`src/rtl/regfile_pkg.sv`:
```
// Shared types and limits for the multi-port register file.
// The clear-sequencer state encoding lives here so the top and the FSM agree on it.
package regfile_pkg;

  typedef enum logic [1:0] {CLR_IDLE, CLR_SWEEP, CLR_DONE} clr_state_t;

  localparam int REGFILE_MAX_WIDTH = 32;
  localparam int REGFILE_MAX_DEPTH = 64;

endpackage

```
`src/rtl/regfile_clr_fsm.sv`:
```
// Clear sequencer: walks every entry index once, one per cycle, then pulses done.
// Owns the sweep state and index; the top level applies clr_we/clr_idx to the array.
module regfile_clr_fsm
  import regfile_pkg::*;
#(
  parameter  int DEPTH = 8,
  localparam int AW    = $clog2(DEPTH)
) (
  input  logic          clk,
  input  logic          rst,
  input  logic          clr_req,
  output logic          busy,
  output logic          clr_done,
  output logic          clr_we,
  output logic [AW-1:0] clr_idx
);

  localparam logic [AW-1:0] LAST_IDX = AW'(DEPTH - 1);

  clr_state_t    state, state_nxt;
  logic [AW-1:0] idx, idx_nxt;

  always_ff @(posedge clk) begin
    if (rst) begin
      state <= CLR_IDLE;
      idx   <= '0;
    end else begin
      state <= state_nxt;
      idx   <= idx_nxt;
    end
  end

  // Stopping on LAST_IDX rather than on wrap keeps non-power-of-two depths in range.
  always_comb begin
    state_nxt = state;
    idx_nxt   = idx;
    unique case (state)
      CLR_IDLE: begin
        if (clr_req) begin
          state_nxt = CLR_SWEEP;
          idx_nxt   = '0;
        end
      end
      CLR_SWEEP: begin
        if (idx == LAST_IDX) state_nxt = CLR_DONE;
        else                 idx_nxt   = idx + AW'(1);
      end
      CLR_DONE:  state_nxt = CLR_IDLE;
      default:   state_nxt = CLR_IDLE;
    endcase
  end

  always_comb begin
    busy     = (state == CLR_SWEEP);
    clr_we   = (state == CLR_SWEEP);
    clr_done = (state == CLR_DONE);
    clr_idx  = idx;
  end

endmodule

```
`src/rtl/regfile_multi.sv`:
```
// Parametrised register file: one write port, two registered read ports, hardware clear sweep.
// Define REGFILE_BYPASS_EN to forward an accepted same-cycle write to a matching read port.
module regfile_multi
  import regfile_pkg::*;
#(
  parameter  int WIDTH = 4,
  parameter  int DEPTH = 8,
  localparam int AW    = $clog2(DEPTH)
) (
  input  logic             clk,
  input  logic             rst,
  input  logic             wr_en,
  input  logic [AW-1:0]    wr_addr,
  input  logic [WIDTH-1:0] wr_data,
  input  logic [AW-1:0]    rd_addr0,
  input  logic [AW-1:0]    rd_addr1,
  output logic [WIDTH-1:0] rd_data0,
  output logic [WIDTH-1:0] rd_data1,
  input  logic             clr_req,
  output logic             busy,
  output logic             clr_done
);

  if (WIDTH < 1 || WIDTH > REGFILE_MAX_WIDTH) begin : g_bad_width
    $error("regfile_multi: WIDTH out of range");
  end
  if (DEPTH < 2 || DEPTH > REGFILE_MAX_DEPTH) begin : g_bad_depth
    $error("regfile_multi: DEPTH out of range");
  end

  localparam logic [AW:0] DEPTH_W = (AW + 1)'(DEPTH);

  logic [WIDTH-1:0] mem [DEPTH];
  logic             clr_we;
  logic [AW-1:0]    clr_idx;
  logic             wr_ok, rd_ok0, rd_ok1;
  logic [WIDTH-1:0] rd_nxt0, rd_nxt1;

  regfile_clr_fsm #(.DEPTH(DEPTH)) u_clr_fsm (
    .clk      (clk),
    .rst      (rst),
    .clr_req  (clr_req),
    .busy     (busy),
    .clr_done (clr_done),
    .clr_we   (clr_we),
    .clr_idx  (clr_idx)
  );

  // User writes are refused outright while sweeping, so the two array writers never overlap.
  always_comb begin
    wr_ok  = wr_en && !busy && ({1'b0, wr_addr} < DEPTH_W);
    rd_ok0 = ({1'b0, rd_addr0} < DEPTH_W);
    rd_ok1 = ({1'b0, rd_addr1} < DEPTH_W);
  end

  always_ff @(posedge clk) begin
    if (rst) begin
      for (int i = 0; i < DEPTH; i++) mem[i] <= '0;
    end else if (clr_we) begin
      mem[clr_idx] <= '0;
    end else if (wr_ok) begin
      mem[wr_addr] <= wr_data;
    end
  end

  always_comb begin
    rd_nxt0 = rd_ok0 ? mem[rd_addr0] : '0;
    rd_nxt1 = rd_ok1 ? mem[rd_addr1] : '0;
`ifdef REGFILE_BYPASS_EN
    if (wr_ok && (rd_addr0 == wr_addr)) rd_nxt0 = wr_data;
    if (wr_ok && (rd_addr1 == wr_addr)) rd_nxt1 = wr_data;
`endif
  end

  always_ff @(posedge clk) begin
    if (rst) begin
      rd_data0 <= '0;
      rd_data1 <= '0;
    end else begin
      rd_data0 <= rd_nxt0;
      rd_data1 <= rd_nxt1;
    end
  end

endmodule
```
`config.mk`:
```
export PLATFORM = sky130hd
export DESIGN_NAME = regfile_multi
export DESIGN_NICKNAME = d
export VERILOG_FILES = /design/src/rtl/regfile_pkg.sv /design/src/rtl/regfile_clr_fsm.sv /design/src/rtl/regfile_multi.sv
export SDC_FILE = /design/constraint.sdc
export NUM_CORES = 1
export LEC_CHECK = 0
export BUFFER_PORTS_ARGS = -buffer_cell sky130_fd_sc_hd__buf_4
export CORE_UTILIZATION = 58
export CTS_BUF_LIST = sky130_fd_sc_hd__clkbuf_16
export CTS_CLUSTER_DIAMETER = 60
export DETAILED_ROUTE_END_ITERATION = 16
export HOLD_SLACK_MARGIN = 0.08
export PLACE_DENSITY = 0.8
export SKIP_CTS_REPAIR_TIMING = 1
export SYNTH_ARGS = -nofsm -noshare
export SYNTH_HDL_FRONTEND = slang
export SYNTH_SLANG_ARGS = --single-unit
```
`constraint.sdc`:
```
create_clock -name clk -period 2.5 [get_ports clk]
set_clock_uncertainty 0.2 [all_clocks]
set_input_delay 0.25 -clock clk [delete_from_list [all_inputs] [get_ports clk]]
set_output_delay 0.25 -clock clk [all_outputs]
set_load 0.05 [all_outputs]
```
# Word-level counts from Yosys, hierarchy flattened
# Memories as Yosys holds them, arrays and structs flattened. A register that Yosys moved wholly into a read port is not among the register bits.
# Index checks and enable logic that the tools add are counted.
# classes
div,0
n_lt_le_gt_ge,0
n_bitwise,0
n_mul,0
eq_ne,6
muxes,21
n_shift,0
n_addsub,1
n_reduce_logical,8
# ops
cell,n
$mux W3,4
$mux W1,11
$mux W4,2
$reduce_or A4 Y1,2
$pmux W3 S2,1
$mux W2,2
$ne A2 B2 Y1 const B,2
$pmux W2 S2,1
$add A3 B1 Y3 const B,1
$eq A3 B3 Y1 const B,1
$reduce_and A3 Y1,1
$eq A2 B1 Y1 const B,1
$eq A2 B2 Y1 const B,1
$logic_not A2 Y1,1
$ne A2 B1 Y1 const B,1
$reduce_and A2 Y1,1
$reduce_bool A2 Y1,1
$logic_and A1 B1 Y1,1
$logic_not A1 Y1,1
# totals
reg_bits,5
latchBits,0
mem_count,1
inputBits,17
wordCells,39
mem_bits_ro,0
mem_bits_rw,32
output_inout_bits,10
# memory_table
memory,depth,word_bits,rd,rd_clocked_by_memory_dff,wr,line_no,rtl
mem,8,4,2,2,8,regfile_multi.sv:33,logic [WIDTH-1:0] mem [DEPTH];

# Depth between registers and ports, before layout
# depth
word_depth,9
depth_mapped,7
mapped_depth_nobuf,6

# Cells and area by module
# Synthesis repeated with hierarchy kept, for this count alone.
# hier_totals
cells_unflattened,177
area_unflattened_um2,2321.0
# modules_own_cells
mod,seq_area_each_um2,area_per_inst_um2,instances,cells_per_inst
regfile_multi,1121.1,2069.5,1,152
regfile_clr_fsm,100.1,251.5,1,25

# Worst setup path before layout
# Ideal clock, no wire load.
# synth_path
kind,register to register
startpoint,reg u_clr_fsm.state[1]
endpoint,mem mem[1][0] (enable)
period_less_slack_ns,1.926
path_stages_with_launch,8
n_path_buf,3
slack_ns,0.574
setup_time_ns,0.338
required_ns,1.962
arrival_time_ns,1.389
cell_sequence,dfxtp_1 -> nand2b_1 -> buf_6 -> a31oi_1 -> or2_1 -> buf_6 -> buf_8 -> o21bai_1
# synth_lines
element,line_no,rtl
"start, declared",regfile_clr_fsm.sv:20,"clr_state_t state, state_nxt;"
"start signal, assigned",regfile_clr_fsm.sv:28,state <= state_nxt;
"end, declared",regfile_multi.sv:33,

==> flow_summary_export.csv <==
group,metric,value,unit
clock_network,cts_sinks,45,
floorplanning,io_pins,27,
outcome,status,"completed",
hold_path,hp-class,"in -> reg",
timing,rsz0062_at_grt,"no",
global_route,track_usage,24.80,%
floorplanning,dieArea,0.004428,sq mm
cells_and_area,design_area,0.002711,sq mm
place,place_area,0.002571,sq mm
yosys,ys_types,29,
yosys,netlist_area,0.002416,sq mm
timing,fin_crit,1.966,ns
timing,fin_ws,0.5339,ns
yosys,synth.largest_area_cell,"edfxtp_1",
global_route,grt_max_degree,28,
floorplanning,dieWidth,66.54,um
cells_and_area,area_growth,12.22,%
timing,fmaxAchievable,508.6,MHz
yosys,synthTopCellsByArea,"edfxtp_1 40%, dfxtp_1 11%, mux4_2 7.5%",
cells_and_area,seqCellArea,0.001221,sq mm
critical_path,end_kind,"register",
place,io_buffers,26,
critical_path,cp.arrival,1.71,ns
timing,worst-slew-pin-transition,0.4384,ns
timing,slew_headroom,70.77,%
clock_network,clockBufferDepth,2,
yosys,ys_async_sr_fraction,0,%
cells_and_area,layout-drive-gt1-share,25.56,%
critical_path,crit_fanout,7,
timing,hold_viol_final,0,
drt,wl,4927,um
drt,vias,1683,
floorplanning,core-area,0.004000,sq mm
yosys,synth_commonest_cells,"32 x edfxtp_1, 26 x nor3_1, 14 x mux2i_1, 14 x nor3_2, 13 x dfxtp_1",
critical_path,path_cells,"nand2b_1 -> nand3b_1 -> mux2i_1 -> o21bai_1",
clock_network,cts.clk_slew.worst_paths,0.06,ns
clock_network,tritoncts,"yes",
power_and_ir_drop,powerDensity,637.3,mW/mm^2
yosys,syn_inst,206,
drt,first_pass_iters,4,
clock_network,insertion_delay,0.28,ns
critical_path,crit_type,"reg -> reg",
timing,fin_crit_sh,78.64,%
clock_network,cts_made_buffers,5,
yosys,ys_seq_area_share,50.54,%
floorplanning,initial_core_util,60.40,%
yosys,yosys.area.top_type_share,39.77,%
global_route,grt_pass1_wl,7693,um
cells_and_area,nets,241,
yosys,synth-edff-count,32,
global_route,grt_pass1_vias,1581,
yosys,yosys.cell_count.top_type,"edfxtp_1",
critical_path,cp-start-kind,"register",
yosys,avgSynthCellArea,11.73,sq um
global_route,grt-ovfl-total,0,
power_and_ir_drop,p_leak,1.019,nW
drt,wl_per_cell,18.05,um
place,hpwl,3689,um
drt,post_drt_via_cell_ratio,6.165,
flow_run,drv_cap,0,
timing,setup_violations,0,
drt,drt_iter0_drc,112,
critical_path,crit_required,2.24,ns
floorplanning,num_rows,23,
yosys,syn-num-nets,225,
drt,drc,0,
floorplanning,fp.dieH,66.54,um
cells_and_area,multiInputGateArea,0.001074,sq mm
cells_and_area,insertedDiodeCount,0,
power_and_ir_drop,irDropWorstVdd,0.3840,mV
global_route,antenna_found_initial,0,
critical_path,critPathMaxStageDelay,0.36,ns
clock_network,htree_levels,2,
timing,drv_slew,0,
place,place_ws,0.5617,ns
yosys,ys_warn_count,0,
timing,tns,0,ns
critical_path,slowest_stage,"o21bai_1",
place,routabilityCongestion,0.8978,
cells_and_area,nFillCells,280,
clock_network,root_buffer,"clkbuf_16",
yosys,ys_ff_latch,45,
drt,ant_nets,0,
yosys,synth_top_flop_cell,"edfxtp_1",
[worst paths after layout]
check	startpoint	to	slack, ns	depth (start not counted)
worst max-delay path	u_clr_fsm.state[1]$_SDFFE_PP0P_	mem[0][2]$_SDFFCE_PN0P_	0.53	4
worst max register to register	u_clr_fsm.state[1]$_SDFFE_PP0P_	mem[0][2]$_SDFFCE_PN0P_	0.53	4
worst min-delay path	rst	u_clr_fsm.state[0]$_SDFFE_PP0P_	0.12	2
worst min register to register	u_clr_fsm.clr_idx[0]$_SDFFE_PP0P_	u_clr_fsm.clr_idx[0]$_SDFFE_PP0P_	0.38	2
[cell families (layout without fill, tap and decap cells)]
logic type,Yosys count,count (layout),share of synthesized area (%)
adders and majority gates,2,2,1.036
AOI/OAI and AO/OA,28,28,7.820
and+or+nand+nor,89,89,22.32
buffers and inverters,20,37,5.023
DFF,45,45,50.54
muxes,22,22,13.26
[power breakdown]
| group | switching [mW] | internal, mW | leakage (nW) |
|---|---|---|---|
| sequential | 0.0212 | 0.834 | 0.441 |
| combinational | 0.156 | 0.0929 | 0.506 |
| clock | 0.261 | 0.363 | 0.0724 |
| total | 0.438 | 1.29 | 1.02 |
[area by class of cell]
cell class | count | area share [%]
Tap cell | 50 | 2.307
Inverter | 1 | 0.1384
Sequential cell | 45 | 45.04
Multi-Input combinational cell | 141 | 39.59
Clock buffer | 5 | 4.615
Timing Repair Buffer | 28 | 7.753
Clock inverter | 3 | 0.5538
[placed cells by master (no fill, tap or decap), drive strengths merged]
cell	count
or2	2
nor3	40
a211oi	8
nor3b	1
buf	28
o21bai	2
dfxtp	13
a22oi	2
a21o	7
edfxtp	32
nand3	8
nor2	8
o21ai	8
inv	3
clkinvlp	1
mux2i	14
a31oi	1
clkbuf	5
nand2b	11
nor2b	10
nand2	6
and3b	2
ha	2
mux4	8
nand3b	1
[flip-flops by register name, summed over array words and instances (netlist names)]
name / cells
mem: 32
rd_data0: 4
rd_data1: 4
u_clr_fsm.clr_idx: 3
u_clr_fsm.state: 2
[routing by layer]
metal / up-vias / share of wire (%) / global-route usage (%) / wire length (um)
met3: 14 / 4.0 / 5.822 / 198
met1: 812 / 40 / 27.18 / 1949
li1: 801 / - / - / -
met5: - / 0 / 0 / 0
met4: 0 / 3.9 / 15.69 / 190
met2: 56 / 53 / 42.68 / 2587
[critical path, delay by kind of cell (launching register included)]
kind             cells  cell delay (ns)
AO/OA/AOI/OAI        1             0.36
AND/OR/NAND/NOR      2             0.52
multiplexers         1             0.20
flip-flops           1             0.35
[per-stage QoR]
| step | std cells | utilization, % | power (mW) | hold WS [ns] |
|---|---|---|---|---|
| 2_1_floorplan | 206 | - | 1.054 | 0.3284 |
| 3_5_place_dp | 265 | 64.28 | 1.118 | 0.3778 |
| 3_3_place_gp | 265 | 64.28 | 1.106 | 0.3559 |
| 4_1_cts | 273 | 67.78 | 1.737 | 0.1096 |
| 5_1_grt | 273 | 67.78 | 1.790 | 0.1261 |
| 6_report | 273 | 67.78 | 1.728 | 0.1193 |
Power figures use the tool's default switching activity.
